<file path="src/rtl/id_stage_hazard.sv">
// Instruction-decode stage with ID/EX pipeline register, register file with
// write-through bypass, load-use bubble insertion and a saturating stall counter.
module id_stage_hazard #(
  parameter int XLEN     = 32,
  parameter int NREGS    = 32,
  parameter int ZERO_REG = 1,
  parameter int CNT_W    = 16,
  localparam int RA_W    = $clog2(NREGS)
) (
  input  logic             clk,
  input  logic             reset,
  input  logic [31:0]      if_id_ir,
  input  logic [XLEN-1:0]  if_id_npc,
  input  logic             if_id_valid,
  input  logic             wb_reg_write,
  input  logic [RA_W-1:0]  wb_write_reg,
  input  logic [XLEN-1:0]  wb_write_data,
  input  logic             flush,
  input  logic             hold,
  output logic             stall_out,
  output logic [8:0]       id_ex_ctrl,
  output logic [XLEN-1:0]  id_ex_npc,
  output logic [XLEN-1:0]  id_ex_rs_data,
  output logic [XLEN-1:0]  id_ex_rt_data,
  output logic [XLEN-1:0]  id_ex_imm,
  output logic [RA_W-1:0]  id_ex_rs,
  output logic [RA_W-1:0]  id_ex_rt,
  output logic [RA_W-1:0]  id_ex_rd,
  output logic             id_ex_valid,
  output logic             illegal_op,
  output logic [CNT_W-1:0] stall_count
);

  localparam logic [5:0] OP_RTYPE = 6'h00;
  localparam logic [5:0] OP_LW    = 6'h23;
  localparam logic [5:0] OP_SW    = 6'h2B;
  localparam logic [5:0] OP_BEQ   = 6'h04;
  localparam logic [5:0] OP_ADDI  = 6'h08;
  localparam logic [5:0] OP_ANDI  = 6'h0C;
  localparam logic [5:0] OP_ORI   = 6'h0D;

  localparam int CTRL_MEMREAD = 5;

  logic [5:0]      opcode;
  logic [RA_W-1:0] rs_addr;
  logic [RA_W-1:0] rt_addr;
  logic [RA_W-1:0] rd_addr;

  assign opcode  = if_id_ir[31:26];
  assign rs_addr = if_id_ir[21 +: RA_W];
  assign rt_addr = if_id_ir[16 +: RA_W];
  assign rd_addr = if_id_ir[11 +: RA_W];

  logic [8:0]      dec_ctrl;
  logic            dec_legal;
  logic            uses_rt;
  logic            zero_ext;
  logic [XLEN-1:0] dec_imm;

  // Control word layout: {RegWrite, MemtoReg, Branch, MemRead, MemWrite, RegDst, ALUOp[1:0], ALUSrc}
  always_comb begin
    dec_ctrl  = '0;
    dec_legal = 1'b1;
    uses_rt   = 1'b0;
    zero_ext  = 1'b0;
    case (opcode)
      OP_RTYPE: begin
        dec_ctrl = 9'b1_0_0_0_0_1_10_0;
        uses_rt  = 1'b1;
      end
      OP_LW:   dec_ctrl = 9'b1_1_0_1_0_0_00_1;
      OP_SW: begin
        dec_ctrl = 9'b0_0_0_0_1_0_00_1;
        uses_rt  = 1'b1;
      end
      OP_BEQ: begin
        dec_ctrl = 9'b0_0_1_0_0_0_01_0;
        uses_rt  = 1'b1;
      end
      OP_ADDI: dec_ctrl = 9'b1_0_0_0_0_0_00_1;
      OP_ANDI: begin
        dec_ctrl = 9'b1_0_0_0_0_0_11_1;
        zero_ext = 1'b1;
      end
      OP_ORI: begin
        dec_ctrl = 9'b1_0_0_0_0_0_11_1;
        zero_ext = 1'b1;
      end
      default: dec_legal = 1'b0;
    endcase
  end

  assign dec_imm = zero_ext ? {{(XLEN-16){1'b0}}, if_id_ir[15:0]}
                            : {{(XLEN-16){if_id_ir[15]}}, if_id_ir[15:0]};

  logic [XLEN-1:0] regs [NREGS];
  logic            rf_write;

  assign rf_write = wb_reg_write && ((ZERO_REG == 0) || (wb_write_reg != '0));

  always_ff @(posedge clk or negedge reset) begin
    if (!reset) begin
      for (int i = 0; i < NREGS; i++) regs[i] <= '0;
    end else if (rf_write) begin
      regs[wb_write_reg] <= wb_write_data;
    end
  end

  logic [XLEN-1:0] rs_val;
  logic [XLEN-1:0] rt_val;

  // The zero-register override is applied last so a bypassed write to r0 still reads 0
  always_comb begin
    rs_val = regs[rs_addr];
    if (wb_reg_write && (wb_write_reg == rs_addr)) rs_val = wb_write_data;
    if ((ZERO_REG != 0) && (rs_addr == '0)) rs_val = '0;
  end

  always_comb begin
    rt_val = regs[rt_addr];
    if (wb_reg_write && (wb_write_reg == rt_addr)) rt_val = wb_write_data;
    if ((ZERO_REG != 0) && (rt_addr == '0)) rt_val = '0;
  end

  logic hazard;

  assign hazard = id_ex_valid && id_ex_ctrl[CTRL_MEMREAD] && if_id_valid &&
                  ((id_ex_rt == rs_addr) || (uses_rt && (id_ex_rt == rt_addr)));

  assign stall_out = hazard && !flush;

  // Data fields load on every non-hold edge; only the control/valid fields are squashed on flush or bubble
  always_ff @(posedge clk or negedge reset) begin
    if (!reset) begin
      id_ex_ctrl    <= '0;
      id_ex_npc     <= '0;
      id_ex_rs_data <= '0;
      id_ex_rt_data <= '0;
      id_ex_imm     <= '0;
      id_ex_rs      <= '0;
      id_ex_rt      <= '0;
      id_ex_rd      <= '0;
      id_ex_valid   <= 1'b0;
      illegal_op    <= 1'b0;
      stall_count   <= '0;
    end else if (!hold) begin
      id_ex_npc     <= if_id_npc;
      id_ex_rs_data <= rs_val;
      id_ex_rt_data <= rt_val;
      id_ex_imm     <= dec_imm;
      id_ex_rs      <= rs_addr;
      id_ex_rt      <= rt_addr;
      id_ex_rd      <= rd_addr;
      if (flush) begin
        id_ex_ctrl  <= '0;
        id_ex_valid <= 1'b0;
        illegal_op  <= 1'b0;
      end else if (hazard) begin
        id_ex_ctrl  <= '0;
        id_ex_valid <= 1'b0;
        illegal_op  <= 1'b0;
        if (stall_count != '1) stall_count <= stall_count + 1'b1;
      end else begin
        id_ex_valid <= if_id_valid;
        id_ex_ctrl  <= if_id_valid ? dec_ctrl : 9'b0;
        illegal_op  <= if_id_valid && !dec_legal;
      end
    end
  end

endmodule

</file>
<file path="config.mk">
export PLATFORM = sky130hd
export DESIGN_NAME = id_stage_hazard
export DESIGN_NICKNAME = d
export VERILOG_FILES = /design/src/rtl/id_stage_hazard.sv
export SDC_FILE = /design/constraint.sdc
export NUM_CORES = 2
export LEC_CHECK = 0
export CAP_MARGIN = 20
export CORE_MARGIN = 2
export CORE_UTILIZATION = 25
export CTS_CLUSTER_DIAMETER = 100
export DETAILED_ROUTE_END_ITERATION = 6
export GPL_TIMING_DRIVEN = 0
export PLACE_DENSITY = 0.41
export SLEW_MARGIN = 0
export SYNTH_ARGS = -nofsm -noshare
export SYNTH_HDL_FRONTEND = slang
export SYNTH_SLANG_ARGS = --single-unit
</file>
<file path="constraint.sdc">
create_clock -name clk -period 2.9 [get_ports clk]
set_clock_uncertainty 0.15 [all_clocks]
set_input_delay 0.29 -clock clk [delete_from_list [all_inputs] [get_ports clk]]
set_output_delay 0.29 -clock clk [all_outputs]
set_load 0.02 [all_outputs]
</file>
Yosys cells after proc, flatten, opt, wreduce, memory -nomap -nowiden

Cells that the tools add are included.

Register bits: 1194
Input bits: 107
Output and inout bits: 171
Logic and storage cells: 110

$add $sub $neg: 1
Magnitude comparators: 4
Equal/unequal tests: 11
Muxes and demuxes: 25
Bitwise operators: 5
Reductions and logical operators: 21

Operators by type and width:

| cell                    | number |
|---|---|
| $bwmux W1024            | 1 |
| $bmux W32 S5            | 2 |
| $mux W32                | 10 |
| $demux W32 S5           | 1 |
| $pmux W9 S6             | 1 |
| $mux W9                 | 3 |
| $eq A5 B5 Y1            | 4 |
| $eq A6 B4 Y1 const B    | 3 |
| $ge A6 B6 Y1 const B    | 3 |
| $not A5 Y6              | 3 |
| $add A16 B1 Y16 const B | 1 |
| $ne A16 B16 Y1 const B  | 1 |
| $eq A6 B6 Y1 const B    | 2 |
| $logic_and A1 B1 Y1     | 10 |
| $logic_not A5 Y1        | 2 |
| $mux W1                 | 7 |
| $reduce_or A7 Y1        | 1 |
| $eq A6 B3 Y1 const B    | 1 |
| $logic_not A6 Y1        | 1 |
| $lt A6 B1 Y1 const B    | 1 |
| $reduce_bool A5 Y1      | 1 |
| $reduce_and A4 Y1       | 1 |
| $reduce_or A3 Y1        | 1 |
| $logic_not A1 Y1        | 2 |
| 3 further kinds         | 4 |

Longest topological paths before layout

Depth after elaboration: 8
Mapped depth: 9
Depth with buffers taken out: 6

Worst setup path after synthesis

Ideal clock, no wire load.

Kind: register to register
Start point: register stall_count[0]
End point: register stall_count[10]
Library setup time: 0.131 ns
Arrival: 2.033 ns
Required time: 2.619 ns
Path slack: 0.586 ns
Cell stages (with the launch flop): 9
Path buffers: 2
Path through: dfrtp_1 ha_1 and3_1 clkbuf_1 a41o_1 a211oi_4 buf_6 nand4_1 xnor2_1

Longest elaborated chain between the ends: 2
Elaborated cells between the ends (all ways): 3
Classes of those cells: 1 x add/sub; 1 x eq/ne; 1 x reduce/logical

RTL lines:

| what                                                                    | line | source |
|---|---|---|
| from (decl)                                                             | 31   | `output logic [CNT_W-1:0] stall_count` |
| from (signal assigned)                                                  | 162  | `if (stall_count != '1) stall_count <= stall_count + 1'b1;` |
| parallel branches: the longest is 2 deep, another holds $add A16 B1 Y16 | --   |  |

Parallel ways; which one is timed is not known.
A chain may end at the register's enable or synchronous reset.

Final worst setup path

Start point: input if_id_ir[25]
End point: register id_ex_rs_data[9]

Longest elaborated chain between the ends: 6
Elaborated cells between the ends (all ways): 9
Classes of those cells: 1 x eq/ne; 5 x mux; 1 x bitwise; 2 x reduce/logical

RTL lines:

| what                                         | line | source |
|---|---|---|
| from (decl)                                  | 12   | `input logic [31:0] if_id_ir,` |
| $not A5 Y6 (implied by the code)             | 114  | `rs_val = regs[rs_addr];` |
| $bmux W32 S5                                 | 114  |  |
| $mux W32 (implied by the code) (2 in series) | 114  |  |
| $mux W32                                     | 115  | `if (wb_reg_write && (wb_write_reg == rs_addr)) rs_val = wb_write_data;` |
| $mux W32 *                                   | 116  | `if ((ZERO_REG != 0) && (rs_addr == '0)) rs_val = '0;` |
| to (signal assigned)                         | 148  | `id_ex_rs_data <= rs_val;` |
| to (decl)                                    | 23   | `output logic [XLEN-1:0] id_ex_rs_data,` |

Every way passes the cells marked *; elsewhere a longest branch is shown, timed or not. The select of a mux whose other input is x is not followed.

==> results.md <==
- R2R cell count: 8
- Design area: approximately 75000 um2
- Routed length on met1: approximately 120 mm
- Commonest non-fill, non-tap cell in the layout: mux2_2
- Peak supply drop: roughly 0.69 mV
- Via-to-Cell Ratio: between 5 and 6
- WL per Instance: ~34 um
- Routed wl met3: 18.1 mm
- Final antenna-violating net count: 0
- Final setup margin: -43.1 ps
- NumNets Final: between 4000 and 5000
- Vias: between 40000 and 50000
- # rows: approximately 180
- Async set-reset flop share out of synthesis: 1.00
- Initial antenna violation count: 25
- HP Class: input port to flop
- Largest net degree at the start of global routing: ~160
- Worst r2r src: id_ex_rt[1]
- Skew-Pair Late Insertion Delay: around 800 ps
- Ports: between 200 and 300
- Syn_nets: ~4400
- Hold Crit Endpoint: id_ex_npc[23]
- Synth Warn #: 0
- Worst EP required: ~3400 ps
- Flop2flop setup slack: roughly 150 ps
- Cells after Synth: 4327
- Worst setup path class: input port to flop
- Initial Util: 0.252
- Hold depth: 2
- Area of the mapped netlist: ~61000 um2
- Ys flop type: dfrtp_1
- Clk buf depth: 3
- Sink Count: roughly 1200
- Gr ovfl total: 0
- Slew Limit Fails: 0
- Status: finished, violations left
- RD Place Congestion: around 0.86
- Iteration count of the initial detailed-routing pass: 6
- PortBufs: 265
- Placement Cell Area: 69300 um2
- EDFF count, synth: 0
- Commonest non-fill, non-tap cells in the layout: 1175 x mux2_2, 1171 x dfrtp_1, 384 x mux4_2, 280 x clkbuf_1, 262 x clkdlybuf4s50_1
- Max cap viols: 0
- Fill count: between 20000 and 25000
- Uppermost layer routed: met5
- DP HPWL: ~200 mm
- Static Leak: ~31 nW
- Worst reg2reg path endpoint: id_ex_ctrl[2]
- Synthesized area per cell: 14.2 um2
- Clk pin slew, worst setup/hold paths: 60 ps
- Hold Startpoint: if_id_npc[23]
- Max stage delay on crit path: about 760 ps
- Tmin final: slightly below 3000 ps
- TritonCTS Buffers: ~150
- Die ar.: 249000 um2
- Final Hold Viols: 0
- Fin crit share: 1.01
- Fin Hold WS: roughly 40 ps
- CP max-delay cell: clkbuf_1
- Final setup violation count: 3
- DR iter-0 viols: approximately 4300
- DP Worst Slack: -1770 ps
- CTS tree: yes
- Crit-path max FO: 10
- CTS HTree Levels: 4
- Met2 WL: between 100 and 150 mm
- Violated checks: negative setup slack
- Pwr dens: just under 700 nW/um2
- Crit path DAT: roughly 3500 ps
- Vias in the first global route: roughly 44000
- CP Capture Type: flop
- Die X: approximately 500 um
- Die H: about 500 um
- #FFs+latches synth: between 1000 and 1500
- CTS root buf: clkbuf_16
- First-pass GRT wire length: approximately 380 mm
- Startpoint types: input port
- Relative slew slack: 0.160
- Synth cell types: 53
- Register area share after synthesis: 0.478
- Layout cells sized above 1: 0.420
- Routed Wire Length: 275 mm
- Worst Tran Pin Value: between 1000 and 1500 ps
- Remaining routing DRC violations: 0
- Crit path cell chain: buf_2 > clkbuf_1 > clkbuf_1 > a221oi_1 > o21a_1 > a221oi_1 > o211ai_1
- Core area: ~240000 um2
- Highest clock rate: roughly 0.34 GHz
- Area grow syn2layout: 22.2%
- Gr usage total: 0.217
- RSZ-0062 raised after global routing: yes
kinds of logic after synthesis:
group / share of synthesized area
AOI/OAI and AO/OA: 0.0755
xor gates and xnor gates: 0.00500
adders and majority gates: 0.000204
buffers and inverters: 0.0370
DFF: 0.478
muxes: 0.388
and+or+nand+nor: 0.0158
final cells by class:
type | instances | area, um2 | area share
Clock inverter | 27 | 292 | 0.00389
Clock buffer | 248 | 4710 | 0.0629
Tap cell | 3202 | 4010 | 0.0534
Sequential cell | 1173 | 29400 | 0.392
Multi-Input combinational cell | 2655 | 29800 | 0.397
Buffer | 492 | 2330 | 0.0310
Inverter | 3 | 11.3 | 0.000150
Timing Repair Buffer | 384 | 4450 | 0.0594
Antenna cell | 8 | 20.0 | 0.000267
registers in the layout, indices dropped and copies added (netlist names):
register and count:
id_ex_ctrl 8, id_ex_imm 17, id_ex_npc 32, id_ex_rs 5, id_ex_rs_data 32, id_ex_rt 5
id_ex_rt_data 32, id_ex_valid 1, illegal_op 1, regs 1024, stall_count 16
synth_stat cells (all sizes together), types with 2 or more instances:
library cell / instances / area share
a21oi: 68 / 0.0055
nand3b: 3 / 0.00037
nor2: 26 / 0.0016
mux2i: 193 / 0.031
o21a: 63 / 0.0077
nor4: 5 / 0.00061
nor3b: 5 / 0.00061
or2: 2 / 0.00020
xnor2: 22 / 0.0031
nand4b: 5 / 0.00071
a221oi: 127 / 0.018
o211ai: 126 / 0.015
nand3: 9 / 0.00082
nor3: 5 / 0.00041
nand2: 113 / 0.0069
mux4: 384 / 0.14
o31ai: 2 / 0.00024
mux2: 1175 / 0.22
nand2b: 3 / 0.00031
dfrtp: 1173 / 0.48
nand4: 7 / 0.00071
buf: 218 / 0.020
a222oi: 63 / 0.010
o21ai: 202 / 0.016
inv: 3 / 0.00018
and3: 9 / 0.00092
and2: 4 / 0.00045
or4: 4 / 0.00049
xor2: 13 / 0.0019
a211oi: 3 / 0.00057
clkbuf: 278 / 0.017
report_power, final:
group	switching [mW]	leakage [nW]	internal, mW
Clock	7.86	2.46	11.4
Sequential	2.28	15.0	19.4
Combinational	5.14	13.7	5.93
critical path: cells and delay by family:
family                 cells  cell delay (ps)
AO/OA/AOI/OAI              4             1370
buffers and inverters      3             1760
repair_timing:
action / in CTS / in global routing
setup buffers: 0 / 1
hold buffers: 50 / 0
pin swaps: 1 / 1
setup endpoints to repair: 65 / 147
gates resized for setup: 42 / 18
endpoints found under the hold margin: 790 / 0
gates cloned: 0 / 2
worst max path at each step:
stage,endpoint,startpoint,cells past startpoint,slack (ps)
after floorplan,stall_count[10],stall_count[0],8,590
after global placement,regs[105],reset,1,-56820
after detailed placement,id_ex_rt_data[1],if_id_ir[20],8,-1770
after CTS,id_ex_rt_data[25],if_id_ir[17],9,20
after global routing,id_ex_rt_data[24],if_id_ir[17],10,-60
final,id_ex_rs_data[9],if_id_ir[25],7,-40
layer usage:
layer | up-vias | GRT usage
met5 | - | 0
met2 | 1812 | 0.334
met4 | 12 | 0.0743
met3 | 431 | 0.0408
li1 | 17800 | -
met1 | 23900 | 0.303
through the flow:
step,setup TNS [ps],std cells,power (mW),utilization
after detailed placement,-189180,7858,32.9,0.284
final,-89.7,8192,52.0,0.308
after CTS,0,8180,52.4,0.307
after global routing,-60.9,8184,54.1,0.308
after global placement,-,7794,32.4,0.279
after floorplan,0,4327,28.3,-
(Power assumes the default switching activity.)
